==> src/rtl/sum_of_powers_pkg.sv <==
// Shared types and constants for the sum-of-powers accumulator.
package sum_of_powers_pkg;

  typedef enum logic [1:0] {
    ST_IDLE = 2'd0,
    ST_ACC  = 2'd1,
    ST_DONE = 2'd2
  } state_t;

  localparam logic MODE_LINEAR = 1'b0;
  localparam logic MODE_SQUARE = 1'b1;

endpackage

==> src/rtl/sum_of_powers_ctrl.sv <==
// Control FSM for the sum-of-powers accumulator: sequences IDLE -> ACC -> DONE
// and produces the load/step strobes for the datapath.
//
// Handshake rule for both sides: a transfer happens on a rising edge where
// valid and ready are both high. in_ready is high only in IDLE and sum_valid
// only in DONE, so the request and result handshakes can never coincide.
import sum_of_powers_pkg::*;

module sum_of_powers_ctrl (
  input  logic   clk,
  input  logic   reset,
  input  logic   in_valid,
  input  logic   sum_ready,
  input  logic   n_zero,     // requested N is zero (skip ACC entirely)
  input  logic   last_add,   // the add happening this cycle is the final one
  output logic   in_ready,
  output logic   busy,
  output logic   sum_valid,
  output logic   load,       // capture a new request into the datapath
  output logic   step,       // perform one accumulate/iterate step
  output state_t state_o     // current state, for observation
);

  state_t state_q, state_d;

  // State register; asynchronous reset returns to IDLE at once.
  always_ff @(posedge clk or posedge reset) begin
    if (reset) state_q <= ST_IDLE;
    else       state_q <= state_d;
  end

  // Next-state and strobe decode.
  always_comb begin
    state_d = state_q;
    load    = 1'b0;
    step    = 1'b0;
    case (state_q)
      ST_IDLE: begin
        if (in_valid) begin
          load    = 1'b1;
          state_d = n_zero ? ST_DONE : ST_ACC;
        end
      end
      ST_ACC: begin
        step = 1'b1;
        if (last_add) state_d = ST_DONE;
      end
      ST_DONE: begin
        if (sum_ready) state_d = ST_IDLE;
      end
      default: state_d = ST_IDLE;
    endcase
  end

  // Handshake and status outputs depend only on the registered state.
  assign in_ready  = (state_q == ST_IDLE);
  assign busy      = (state_q == ST_ACC);
  assign sum_valid = (state_q == ST_DONE);
  assign state_o   = state_q;

endmodule

==> src/rtl/sum_of_powers_accum.sv <==
// Iterative accumulator producing sum(k) or sum(k^2) for k = 1..N using only
// an adder: k^2 is formed by adding k to the accumulator k times.
// Optional build macro SUM_OF_POWERS_SATURATE_EN: clamp the accumulator to
// all-ones on overflow instead of wrapping. Overflow is flagged either way.
import sum_of_powers_pkg::*;

module sum_of_powers_accum #(
  parameter int N_W   = 4,
  parameter int SUM_W = 12
) (
  input  logic             clk,
  input  logic             reset,
  input  logic             in_valid,
  output logic             in_ready,
  input  logic [N_W-1:0]   N,
  input  logic             mode,
  output logic [SUM_W-1:0] sum,
  output logic             sum_valid,
  input  logic             sum_ready,
  output logic             overflow,
  output logic             busy
);

  if (SUM_W < N_W) begin : g_bad_width
    $error("sum_of_powers_accum: SUM_W must be >= N_W");
  end

  logic [N_W-1:0]   i_q, i_d;      // current term k
  logic [N_W-1:0]   j_q, j_d;      // repetition count of k within k^2
  logic [SUM_W-1:0] acc_q, acc_d;
  logic             ovf_q, ovf_d;
  logic             mode_q, mode_d;

  logic             load, step, advance, last_add;
  logic [SUM_W:0]   i_ext, sum_ext;
  state_t           fsm_state;

  // Linear mode moves to the next term every add; square mode repeats term
  // i exactly i times before moving on.
  assign advance  = (mode_q == MODE_LINEAR) || (j_q == i_q);
  assign last_add = (i_q == N_W'(1)) && advance;
  assign i_ext    = {{(SUM_W + 1 - N_W){1'b0}}, i_q};
  assign sum_ext  = {1'b0, acc_q} + i_ext;

  sum_of_powers_ctrl u_ctrl (
    .clk       (clk),
    .reset     (reset),
    .in_valid  (in_valid),
    .sum_ready (sum_ready),
    .n_zero    (N == '0),
    .last_add  (last_add),
    .in_ready  (in_ready),
    .busy      (busy),
    .sum_valid (sum_valid),
    .load      (load),
    .step      (step),
    .state_o   (fsm_state)
  );

  // Datapath next-state: capture a request, or take one accumulate step.
  always_comb begin
    i_d    = i_q;
    j_d    = j_q;
    acc_d  = acc_q;
    ovf_d  = ovf_q;
    mode_d = mode_q;
    if (load) begin
      i_d    = N;
      j_d    = N_W'(1);
      acc_d  = '0;
      ovf_d  = 1'b0;
      mode_d = mode;
    end else if (step) begin
      if (sum_ext[SUM_W]) ovf_d = 1'b1;
`ifdef SUM_OF_POWERS_SATURATE_EN
      // Once clamped the accumulator stays pinned for the rest of the run.
      if (sum_ext[SUM_W] || ovf_q) acc_d = '1;
      else                         acc_d = sum_ext[SUM_W-1:0];
`else
      acc_d = sum_ext[SUM_W-1:0];
`endif
      if (advance) begin
        i_d = i_q - N_W'(1);
        j_d = N_W'(1);
      end else begin
        j_d = j_q + N_W'(1);
      end
    end
  end

  // Datapath registers; reset discards any partial result.
  always_ff @(posedge clk or posedge reset) begin
    if (reset) begin
      i_q    <= '0;
      j_q    <= '0;
      acc_q  <= '0;
      ovf_q  <= 1'b0;
      mode_q <= MODE_LINEAR;
    end else begin
      i_q    <= i_d;
      j_q    <= j_d;
      acc_q  <= acc_d;
      ovf_q  <= ovf_d;
      mode_q <= mode_d;
    end
  end

  // Result outputs are presented only while the result is valid.
  assign sum      = (fsm_state == ST_DONE) ? acc_q : '0;
  assign overflow = (fsm_state == ST_DONE) ? ovf_q : 1'b0;

endmodule

==> config.mk <==
export PLATFORM = sky130hd
export DESIGN_NAME = sum_of_powers_accum
export DESIGN_NICKNAME = d
export VERILOG_FILES = /design/src/rtl/sum_of_powers_pkg.sv /design/src/rtl/sum_of_powers_ctrl.sv /design/src/rtl/sum_of_powers_accum.sv
export SDC_FILE = /design/constraint.sdc
export NUM_CORES = 1
export LEC_CHECK = 0
export ABC_AREA = 1
export CAP_MARGIN = 20
export CORE_ASPECT_RATIO = 0.9
export CORE_UTILIZATION = 54
export CTS_CLUSTER_DIAMETER = 60
export DETAILED_ROUTE_END_ITERATION = 16
export HOLD_SLACK_MARGIN = 0.08
export MAX_ROUTING_LAYER = met4
export PLACE_DENSITY_LB_ADDON = 0.08
export SLEW_MARGIN = 20
export SYNTH_ARGS = -nofsm -noshare
export SYNTH_HDL_FRONTEND = slang
export SYNTH_HIERARCHICAL = 1
export SYNTH_SLANG_ARGS = --single-unit
==> constraint.sdc <==
create_clock -name clk -period 2.1 [get_ports clk]
set_input_delay 0.525 -clock clk [delete_from_list [all_inputs] [get_ports clk]]
set_output_delay 0.525 -clock clk [all_outputs]
set_load 0.05 [all_outputs]
==> results of run 1 <==
where the power goes:
group,total (mW),switching [mW],internal [mW]
logic,1.60,0.991,0.609
clock network,0.344,0.150,0.193
registers,0.782,0.174,0.607
total,2.72,1.32,1.41
final cells by class:
type / count / area [sq um]
fill: 221 / 673
timing repair buffer: 30 / 420
sequential: 24 / 601
clock inverter: 1 / 30.0
multi-input combinational: 165 / 861
clock buffer: 3 / 22.5
inverter: 42 / 158
tap: 40 / 50.0
per-layer routing:
layer	share of wire [%]	vias to the layer above	global-route usage (%)
li1	-	793	-
met1	48	680	33.5
met2	47	26	41.1
met3	2.8	7	5.20
met4	2.1	0	12.4
met5	0	-	-
per-stage QoR:
step | power (mW) | worst slack [ps]
5_1_grt | 2.99 | 15.8
3_3_place_gp | 2.34 | 174
6_report | 2.72 | 131
2_1_floorplan | 1.92 | 31.6
3_5_place_dp | 2.38 | 77.2
4_1_cts | 2.72 | -14.6
path summary, 6_finish.rpt:
kind	startpoint	endpoint	slack, ps	cells after the start
worst max register to register	i_q[0]	acc_q[8]	250	8
max in group asynchronous	reset	acc_q[5]	1330	3
min in group clk	acc_q[5]	acc_q[6]	560	2
worst min register to register	acc_q[5]	acc_q[6]	560	2
worst min-delay path	reset	u_ctrl/state_o[1]	360	2
worst max-delay path	u_ctrl/state_o[0]	sum[7]	130	4
flip-flops by register name (all words and copies together), names as in the netlist:
register	flops
acc_q	12
u_ctrl/state_o	2
j_q	4
ovf_q	1
i_q	4
mode_q	1
what timing repair did:
action,CTS,global route
pin swaps,0,0
setup endpoints to repair,4,13
gates resized for setup,0,4
gates cloned,0,0
Yosys cell counts:
master / n / area (sq um)
a21oi_1: 5 / 25.0
a21oi_2: 3 / 26.3
buf_2: 1 / 5.00
buf_4: 3 / 22.5
clkbuf_1: 1 / 3.75
dfrtp_1: 24 / 601
fa_1: 1 / 20.0
ha_1: 7 / 87.6
inv_1: 34 / 128
inv_2: 8 / 30.0
nand2_1: 63 / 236
nand2_2: 1 / 6.26
nand2_4: 1 / 11.3
nand3_1: 15 / 75.1
nand3_2: 4 / 40.0
nand3b_1: 1 / 7.51
nand4_1: 6 / 37.5
nor2_1: 36 / 135
nor2_2: 2 / 12.5
nor2_4: 1 / 11.3
nor3_1: 1 / 5.00
nor3_2: 1 / 10.0
nor4_1: 1 / 6.26
o21ai_0: 10 / 50.1
o22ai_1: 1 / 6.26
o2bb2ai_1: 1 / 8.76
or2_2: 1 / 6.26
xor2_1: 3 / 26.3
kinds of logic (layout without fill, tap and decap cells):
| family | after synthesis | in the layout | synth area share, % |
|---|---|---|---|
| fa+ha+maj | 8 | 8 | 6.56 |
| xor+xnor | 3 | 3 | 1.60 |
| simple gates | 134 | 134 | 36.6 |
| buf+inv | 47 | 76 | 11.5 |
| compound gates | 20 | 20 | 7.09 |
| flops | 24 | 24 | 36.6 |
==> key figures, run 1 <==
Placement
  – Final GP Congestion: 0.893
  – # placed instances: 301
  – Dpl hpwl: 2810 microns
  – Placed cell area: 0.00208 sq mm
  – Port bufs: 24

Synth
  – Post-synth cell types: 28
  – Syn_nets: 253
  – Synthesized area: 0.00164 sq mm
  – Avg Inst Size Synth: 6.95 sq um
  – Seq cells post-synth: 24
  – Post-synthesis cell count: 236
  – Number of synthesis warnings: 6
  – Seq/Total Area, Yosys: 36.6%

Layout
  – Layout Nets: 283
  – Commonest non-fill, non-tap cells in the layout: nand2_1, inv_1, nor2_1
  – Final core occ: 76.1%
  – Post-route cell area: 0.00214 sq mm
  – Proportion of layout cells with a drive suffix above 1: 19.6%
  – Layout area overhead: 30.6%
  – Finished Layout Cells: 305
  – Commonest non-fill, non-tap cell in the layout: nand2_1
  – Ant diodes: 0

Timing
  – Hold Slack: 358 ps
  – Fin crit period: 1970 ps
  – Slew @ Worst Pin: 368 ps
  – Setup TNS: 0 ps
  – Final Hold Fails: 0
  – Count of final setup violators: 0
  – Unrepaired setup endpoints after global routing: no
  – FMAX: 0.508 GHz
  – Relative slew margins: 75.4%
  – Clock Skew: 18.3 ps
  – Tcrit/Tclk final: 93.8%
  – Max Slew Vio Count: 0

Global route
  – GRT overflow: 0
  – Vias in the first global route: 1408
  – Global-route total usage across every layer: 26.5%
  – First-pass GRT wire length: 6070 microns
  – Largest net degree at the start of global routing: 23
  – Initial antenna violation count: 0

Detailed routing
  – Post-DRT Antenna Nets: 0
  – Drt pass-1 iters: 4
  – Drt total wl: 3510 microns
  – Drt wl/cell: 11.5 microns
  – Number of DRC markers in iteration 0: 47
  – Vias after detailed routing: 1506
  – DRC: 0
  – Vias/cell: 4.94

Floorplan
  – Die width: 60.1 microns
  – Boundary pin count: 25
  – Core outline area: 0.00282 sq mm
  – Core Rows: 18
  – Initial Util: 58.3%
  – Die area: 0.00326 sq mm
  – Die Y: 54.3 microns

Worst setup path
  – Crit path DAT: 1440 ps
  – Required @ worst endpoint: 1570 ps
  – Cell Chain, Critical Path: inv_1 -> nand2_2 -> nor2_1 -> buf_12
  – WP buf/inv: 2
  – Crit path launch type: flip-flop
  – Crit path max-delay cell type: dfrtp_1
  – Max incr delay on CP: 450 ps
  – Crit path max-delay family: flip-flops
  – Critical path endpoint category: output port
  – Crit path kind: reg -> out
  – Crit-path max FO: 13

Clock tree
  – Num Clock Sinks: 24
  – CTS tree: done
  – Longest Clk Path Bufs: 2
  – Clk slew on worst S/H paths: 120 ps
  – Cts hold-fix bufs: 0
  – Worst-Skew Late Latency: 340 ps
  – H-tree depth: 1
  – Clk root buf: clkbuf_4
  – TritonCTS Buffers: 3
  – Setup Buffers After CTS: 0

Min path
  – HP Class: in -> async

Outcome
  – Status: completed

Power and ir drop
  – Power Density: 1270 mW/mm^2
  – Leakage: 1.06 nW
  – Max VDD drop: 0.755 mV

Job
  – Max-cap violation count: 0
(Power assumes the default switching activity.)
==> run 2: changes to the inputs <==
--- a/config.mk
+++ b/config.mk
@@ -6,7 +6,7 @@
 export NUM_CORES = 1
 export LEC_CHECK = 0
 export ABC_AREA = 1
-export CAP_MARGIN = 20
+export CAP_MARGIN = 10
 export CORE_ASPECT_RATIO = 0.9
 export CORE_UTILIZATION = 54
 export CTS_CLUSTER_DIAMETER = 60
@@ -14,7 +14,7 @@
 export HOLD_SLACK_MARGIN = 0.08
 export MAX_ROUTING_LAYER = met4
 export PLACE_DENSITY_LB_ADDON = 0.08
-export SLEW_MARGIN = 20
+export SKIP_CTS_REPAIR_TIMING = 1
 export SYNTH_ARGS = -nofsm -noshare
 export SYNTH_HDL_FRONTEND = slang
 export SYNTH_HIERARCHICAL = 1
==> results of run 2 <==
Same layout as run 1: the final DEF is identical, and so are final timing and power.
